<file path="src/rtl/function_code_encoder_pkg.sv">
// rtl/function_code_encoder_pkg.sv - shared types and constants for the function code encoder
//
// Purpose: FSM state encoding and code constants shared by the encoder and
//          the display-side path.
// Ports:   none (package).
package function_code_encoder_pkg;

  localparam int SW_W   = 7;
  localparam int CODE_W = 3;

  // The display path accepts only function 2; every other code is still
  // produced by the encoder.
  localparam logic [CODE_W-1:0] FUNC_CODE_DISPLAYABLE = 3'b010;

  typedef enum logic [1:0] {
    ST_IDLE     = 2'd0,
    ST_DEBOUNCE = 2'd1,
    ST_COMMIT   = 2'd2,
    ST_RELEASE  = 2'd3
  } fsm_state_t;

endpackage

</file>
<file path="src/rtl/function_code_encoder_onehot_to_code.sv">
// rtl/function_code_encoder_onehot_to_code.sv - one-hot switch selection to 3-bit function code
//
// Purpose: combinational encoder; switch bit k set alone gives code k+1.
// Ports:
//   sel   in   7  switch vector, sel[n-1] selects function n
//   code  out  3  function code, 000 when the selection is not legal
//   legal out  1  exactly one switch is set
module onehot_to_code
  import function_code_encoder_pkg::*;
(
  input  logic [SW_W-1:0]   sel,
  output logic [CODE_W-1:0] code,
  output logic              legal
);

  logic [3:0]        ones;
  logic [CODE_W-1:0] idx_code;

  always_comb begin
    ones     = '0;
    idx_code = '0;
    for (int i = 0; i < SW_W; i++) begin
      if (sel[i]) begin
        ones     = ones + 4'd1;
        idx_code = CODE_W'(i + 1);
      end
    end
    legal = (ones == 4'd1);
    code  = legal ? idx_code : '0;
  end

endmodule

</file>
<file path="src/rtl/function_code_encoder.sv">
// rtl/function_code_encoder.sv - debounced confirm button commits a one-hot switch selection as a 3-bit code
//
// Purpose: synchronises and debounces the confirm button, samples the
//          function switches once per accepted press and holds the code.
// Ports:
//   clk          in   1  system clock, rising edge
//   rst          in   1  synchronous active-high reset
//   sw           in   7  function switches, sw[n-1] selects function n
//   btn          in   1  raw bouncy confirm button, active-high
//   clr          in   1  drop the held code
//   A, B, C      out  1  held code, A is the MSB
//   code_valid   out  1  held code is a legal committed selection
//   commit_pulse out  1  one-cycle strobe, legal code committed
//   err_pulse    out  1  one-cycle strobe, zero or several switches set
module function_code_encoder
  import function_code_encoder_pkg::*;
#(
  parameter int DEB_CYCLES = 16
) (
  input  logic            clk,
  input  logic            rst,
  input  logic [SW_W-1:0] sw,
  input  logic            btn,
  input  logic            clr,
  output logic            A,
  output logic            B,
  output logic            C,
  output logic            code_valid,
  output logic            commit_pulse,
  output logic            err_pulse
);

  localparam int CNT_W = $clog2(DEB_CYCLES) + 1;
  localparam logic [CNT_W-1:0] CNT_LAST = CNT_W'(DEB_CYCLES - 1);

  logic              btn_m;
  logic              btn_s;
  fsm_state_t        state;
  fsm_state_t        state_nxt;
  logic [CNT_W-1:0]  cnt;
  logic [CNT_W-1:0]  cnt_nxt;
  logic [CODE_W-1:0] sel_code;
  logic              sel_legal;
  logic [CODE_W-1:0] code_q;

  onehot_to_code u_onehot_to_code (
    .sel   (sw),
    .code  (sel_code),
    .legal (sel_legal)
  );

  always_ff @(posedge clk) begin
    if (rst) begin
      btn_m <= 1'b0;
      btn_s <= 1'b0;
    end else begin
      btn_m <= btn;
      btn_s <= btn_m;
    end
  end

  always_ff @(posedge clk) begin
    if (rst) begin
      state <= ST_IDLE;
      cnt   <= '0;
    end else begin
      state <= state_nxt;
      cnt   <= cnt_nxt;
    end
  end

  // The IDLE sample counts as the first of the DEB_CYCLES high samples, so
  // the count starts at 1 on entry to DEBOUNCE.
  always_comb begin
    state_nxt = state;
    cnt_nxt   = cnt;
    case (state)
      ST_IDLE: begin
        if (btn_s) begin
          state_nxt = ST_DEBOUNCE;
          cnt_nxt   = CNT_W'(1);
        end
      end
      ST_DEBOUNCE: begin
        if (!btn_s) begin
          state_nxt = ST_IDLE;
          cnt_nxt   = '0;
        end else if (cnt == CNT_LAST) begin
          state_nxt = ST_COMMIT;
        end else begin
          cnt_nxt = cnt + CNT_W'(1);
        end
      end
      ST_COMMIT: begin
        state_nxt = ST_RELEASE;
        cnt_nxt   = '0;
      end
      ST_RELEASE: begin
        // Any high sample restarts the release count, so a held or bouncing
        // button cannot reach IDLE and cannot commit twice.
        if (btn_s) begin
          cnt_nxt = '0;
        end else if (cnt == CNT_LAST) begin
          state_nxt = ST_IDLE;
          cnt_nxt   = '0;
        end else begin
          cnt_nxt = cnt + CNT_W'(1);
        end
      end
      default: begin
        state_nxt = ST_IDLE;
        cnt_nxt   = '0;
      end
    endcase
  end

  // The commit update takes priority over clr when both land on one edge.
  always_ff @(posedge clk) begin
    if (rst) begin
      code_q       <= '0;
      code_valid   <= 1'b0;
      commit_pulse <= 1'b0;
      err_pulse    <= 1'b0;
    end else begin
      commit_pulse <= 1'b0;
      err_pulse    <= 1'b0;
      if (state == ST_COMMIT) begin
        code_q       <= sel_code;
        code_valid   <= sel_legal;
        commit_pulse <= sel_legal;
        err_pulse    <= ~sel_legal;
      end else if (clr) begin
        code_q     <= '0;
        code_valid <= 1'b0;
      end
    end
  end

  assign A = code_q[2];
  assign B = code_q[1];
  assign C = code_q[0];

endmodule

</file>
<file path="config.mk">
export PLATFORM = sky130hd
export DESIGN_NAME = function_code_encoder
export DESIGN_NICKNAME = d
export VERILOG_FILES = /design/src/rtl/function_code_encoder_pkg.sv /design/src/rtl/function_code_encoder_onehot_to_code.sv /design/src/rtl/function_code_encoder.sv
export SDC_FILE = /design/constraint.sdc
export NUM_CORES = 1
export LEC_CHECK = 0
export ABC_CLOCK_PERIOD_IN_PS = 5500
export CAP_MARGIN = 20
export CORE_ASPECT_RATIO = 0.6
export CORE_MARGIN = 5
export CORE_UTILIZATION = 53
export CTS_CLUSTER_DIAMETER = 200
export CTS_CLUSTER_SIZE = 14
export DETAILED_ROUTE_END_ITERATION = 8
export HOLD_SLACK_MARGIN = 0.15
export PLACE_DENSITY_LB_ADDON = 0.25
export SYNTH_ARGS = -nofsm -noshare
export SYNTH_HDL_FRONTEND = slang
export SYNTH_SLANG_ARGS = --single-unit
export TNS_END_PERCENT = 100
</file>
<file path="constraint.sdc">
create_clock -name clk -period 5.5 [get_ports clk]
set_input_delay 1.1 -clock clk [delete_from_list [all_inputs] [get_ports clk]]
set_output_delay 1.1 -clock clk [all_outputs]
set_load 0.05 [all_outputs]
</file>
* After elaboration in Yosys (flattened, before gate mapping) *
Index checks and enable logic that the tools add are counted.

storage, ports and cells
  input port bits = 11
  register bits = 15

cells by class
  reductions and logical operators = 5
  equality and inequality tests = 10
  mux-type cells = 31
  bitwise gates (word level) = 2
  add/sub/neg operators = 7

operators with widths
  operator                                                               count
  5-bit two-way mux                                                      5
  4-bit two-way mux                                                      6
  3-bit two-way mux                                                      7
  4-bit by 1-bit adder with 4-bit output, second input constant          5
  5-bit case mux with 4 select lines                                     1
  2-bit two-way mux                                                      7
  2-bit case mux with 4 select lines                                     1
  2-bit != test, second input constant                                   3
  3-bit != test, second input constant                                   2
  5-bit by 1-bit adder with 5-bit output, second input constant          1
  5-bit by 4-bit equality test with 1-bit output, second input constant  1
  2-bit equality test, second input constant                             2
  4-bit by 1-bit equality test with 1-bit output, second input constant  1
  1-bit two-way mux                                                      4
  4-bit AND reduction                                                    1
  1-bit by 1-bit adder with 2-bit output, second input constant          1
  2-bit by 1-bit equality test with 1-bit output, second input constant  1
  2-bit zero test                                                        1
  1-bit inverter                                                         2
  2-bit AND reduction                                                    1
  2-bit nonzero test                                                     1
  2-bit OR reduction                                                     1

* Longest topological paths before layout *
  word-level depth = 16
  depth in mapped cells = 17
  gate-level depth less buffers = 17

* Modules after synthesis *
From an unflattened synthesis, not the netlist that was laid out.

unflattened totals
  cell total of the unflattened synthesis = 142
  area, all modules = 1238.7 sq um

by module, submodules not included
  module                 area an instance (sq um)  sequential area each (sq um)  cells an instance  instances
  function_code_encoder  724.4                     300.3                         81                 1
  onehot_to_code         514.2                     0.0                           61                 1

* Worst setup path before layout *
No wires, ideal clock.

  kind = input-to-reg
  from = input port sw[0]
  to = register code_q[0]
  arrival = 4.288 ns
  buffers on the path = 0
  cell stages on the path = 17
  slack = 1.151 ns
  setup time = 0.060 ns
  required time = 5.440 ns
  cells stage by stage = inv_1 -> ha_1 -> xnor2_2 -> inv_1 -> ha_1 -> nand2_1 -> o31ai_1 -> ha_1 -> nand2_1 -> o311ai_1 -> ha_1 -> mux2_2 -> ha_1 -> xnor3_1 -> nand4b_1 -> a211oi_4 -> a22o_1

on the way
  cells in the longest elaborated chain, start to end = 16
  elaborated cells between the ends (all ways) = 23
  those cells by class = add/sub (6); eq/ne (1); mux (16)

RTL lines
  element                                         RTL line                                    text
  start: declaration                              function_code_encoder.sv:22                 input logic [SW_W-1:0] sw,
  1-bit two-way mux                               function_code_encoder_onehot_to_code.sv:23  if (sel[i]) begin
  1-bit by 1-bit adder with 2-bit output          function_code_encoder_onehot_to_code.sv:24  ones = ones + 4'd1;
  4-bit two-way mux                               function_code_encoder_onehot_to_code.sv:23
  4-bit by 1-bit adder with 4-bit output          function_code_encoder_onehot_to_code.sv:24
  4-bit two-way mux                               function_code_encoder_onehot_to_code.sv:23
  4-bit by 1-bit adder with 4-bit output          function_code_encoder_onehot_to_code.sv:24
  4-bit two-way mux                               function_code_encoder_onehot_to_code.sv:23
  4-bit by 1-bit adder with 4-bit output          function_code_encoder_onehot_to_code.sv:24
  4-bit two-way mux                               function_code_encoder_onehot_to_code.sv:23
  4-bit by 1-bit adder with 4-bit output          function_code_encoder_onehot_to_code.sv:24
  4-bit two-way mux                               function_code_encoder_onehot_to_code.sv:23
  4-bit by 1-bit adder with 4-bit output          function_code_encoder_onehot_to_code.sv:24
  4-bit two-way mux                               function_code_encoder_onehot_to_code.sv:23
  4-bit by 1-bit equality test with 1-bit output  function_code_encoder_onehot_to_code.sv:28  legal = (ones == 4'd1);
  3-bit two-way mux (*)                           function_code_encoder_onehot_to_code.sv:29  code = legal ? idx_code : '0;
  3-bit two-way mux (*)                           function_code_encoder.sv:127                if (state == ST_COMMIT) begin
  end signal: assignment                          function_code_encoder.sv:128                code_q <= sel_code;
  end: declaration                                function_code_encoder.sv:44                 logic [CODE_W-1:0] code_q;

Mark *: on every way between the ends. The rest lies on a longest branch, timed or not.
A chain may end at the register's enable or synchronous reset.

* Worst setup path in the final report *
Ends and elaborated chain as after synthesis.

==> results.toml <==
[layout]
antenna_cells = 0
final_cells = 187
most-common-layout-cells = "nor2_1, clkdlybuf4s50_1, dfxtp_1, nand2_1, a21oi_1"
area_delta_synth_final_pct = 16.7
drive_gt1_share_pct = 7.64
nFillCells = 183
fin_nets = 179
utilization_pct = 64.3

[sta]
relSlewSlack_pct = 64.7
finClkSkew_ns = 0.00381
fin_crit_ns = 4.89
setup_viol = 0
fin_setup_tns_ns = 0
fin_crit_sh_pct = 89.0
maxClockFrequency_ghz = 0.204
finalHoldViolCount = 0
rsz0062_at_grt = "no"
layout_setup_ws_ns = 0.606
timing_max_transition_violations_final = 0
worst_pin_slew_ns = 0.528

[worst_setup_path]
cpLargestDelayFamily = "adder cells"
r2r-start = "cnt[0]"
cp-end-kind = "flop"
crit_chain = "clkdlybuf4s50_1 -> inv_1 -> ha_1 -> xnor2_2 -> inv_1 -> ha_1 -> nand2_1 -> o31ai_1 -> ha_1 -> nand2_1 -> o311ai_1 -> ha_1 -> mux2_2 -> ha_1 -> xnor3_1 -> nand4b_1 -> a211oi_4 -> a22o_1"
worstSetupStartpointType = "input port"
rr_worst_depth = 9
cp-endpoint = "code_q[0]"
slowest_delay_ns = 0.51
crit_top_cell = "ha_1"
required_ns = 5.69
path_depth = 18
arrival_ns = 5.08
critical_path_peak_fanout = 6
criticalPathCategory = "input port to flop"
reg2reg_slack_ns = 3.35
critPathLaunch = "sw[0]"
critPathBufInv = 3
cp_slowest_cell = "clkdlybuf4s50_1"
r2r-end = "cnt[1]"

[yosys]
netlist_area_sq_mm = 0.00117
syn_area_per_cell_sq_um = 8.04
synth.net_count = 167
netlist-cell-type-count = 43
synth_top_flop_cell = "dfxtp_1"
ys_warn_count = 0
ys_ff_latch = 15
synth_edf_count = 0
synth-seq-area-share_pct = 25.6
synth-async-reset-ratio_pct = 0
syn_inst = 146

[flow_run]
max-cap-violations = 0

[clocking]
post_cts_resized = 0
cts_sinks = 15
clk_pin_slew_worst_paths_ns = 0.06
htreeDepth = 1
clk_latency_ns = 0.24
postCtsSetupBuffers = 0
clock_path_buffers = 2
tritoncts = "built"
clockRootBuffer = "clkbuf_8"
cts-hold-fix-buffers = 0
numCtsBuffers = 3

[grt]
grt_pass1_wl_um = 4080
track_usage_pct = 15.9
antenna_found_initial = 0
grt_max_degree = 14
grt_pass1_vias = 938
overflow = 0

[placement]
place_ws_ns = 0.344
gp_congestion = 0.872
place_inst = 183
portBuffers = 16
dpl.hpwl_um = 1880

[floorplanning]
die-area_sq_mm = 0.00329
core_area_sq_mm = 0.00213
start_util_pct = 55.1
dieHeight_um = 46.5
chipWidth_um = 70.8
num_io_pins = 17
row_count = 13

[pwr]
ir_worst_vdd_mv = 0.0973
p_leak_uw = 0.000547
power_uw = 293
powerDensity_mw_per_mm2 = 214

[routing]
drc_errors = 0
vias = 1008
wl_per_cell_um = 12.6
dr.first_iter.drc_count = 74
drt_first_pass_iters = 4
drt-total-wl_um = 2360
drtAntennaViolNets = 0
viasPerCell = 5.39

[hold_path]
min_path_type = "flop to flop"

[status]
status = "finished, final reports clean"
worst min path at each step:
stage,startpoint,end,cells past startpoint
2_1_floorplan,btn_m,btn_s,1
3_3_place_gp,btn_m,btn_s,1
3_5_place_dp,btn_m,btn_s,1
4_1_cts,btn_m,btn_s,1
5_1_grt,btn_m,btn_s,1
6_report,btn_m,btn_s,1
per-layer routing:
layer	part of all wire (%)	track usage, %
met4	1.1	6.37
met1	50	20.5
met5	0	0
met2	43	25.4
met3	6.3	4.79
power breakdown:
group	internal, uW	switching [uW]
logic	48.9	43.5
clock network	51.2	36.4
registers	110	2.53
registers in the layout, indices dropped and copies added (netlist names), named ones only:
| name | flops |
|---|---|
| btn_m | 1 |
| btn_s | 1 |
| code_q | 3 |
| cnt | 5 |
| err_pulse | 1 |
| code_valid | 1 |
| state | 1 |
| commit_pulse | 1 |
cells in the mapped netlist, types with 2 or more instances:
library cell  instances  area (sq um)
nor2_1               16          60.1
dfxtp_1              15           300
nand2_1              14          52.6
a21oi_1              12          60.1
ha_1                 10           125
inv_1                 9          33.8
xnor2_1               8          70.1
clkbuf_1              6          22.5
nand3_1               6          30.0
nor2b_1               4          25.0
nor3_1                4          20.0
o21ai_0               4          20.0
a22o_1                3          26.3
nand2b_1              3          18.8
mux2_2                2          22.5
o21bai_1              2          15.0
or2_2                 2          12.5
cell families (layout without fill, tap and decap cells):
kind of cell / Yosys count / in the layout / synth area share [%]
AND/OR/NAND/NOR: 59 / 59 / 25.8
AO/OA/AOI/OAI: 30 / 30 / 17.8
buffers and inverters: 18 / 29 / 6.82
flip-flops: 15 / 15 / 25.6
XOR/XNOR: 12 / 12 / 11.4
adder cells (fa/ha/maj): 10 / 10 / 10.7
multiplexers: 2 / 2 / 1.92
area by class of cell:
| cell class | count | area [sq um] | share of cell area, % |
|---|---|---|---|
| clock buffers | 4 | 45.0 | 3.29 |
| multi-input cells | 113 | 793 | 57.9 |
| repair buffers | 16 | 160 | 11.7 |
| flip-flops and latches | 15 | 300 | 21.9 |
| well taps | 30 | 37.5 | 2.74 |
| inverters | 9 | 33.8 | 2.47 |
per-stage QoR:
| step | area, sq um | hold slack [ns] |
|---|---|---|
| final | 1370 | 0.444 |
| after global routing | 1370 | 0.474 |
| after CTS | 1370 | 0.448 |
| after detailed placement | 1330 | 0.434 |
| after global placement | 1330 | 0.418 |
| after floorplan | 1170 | 0.414 |
Note: power is estimated with default switching activity, not from simulation.
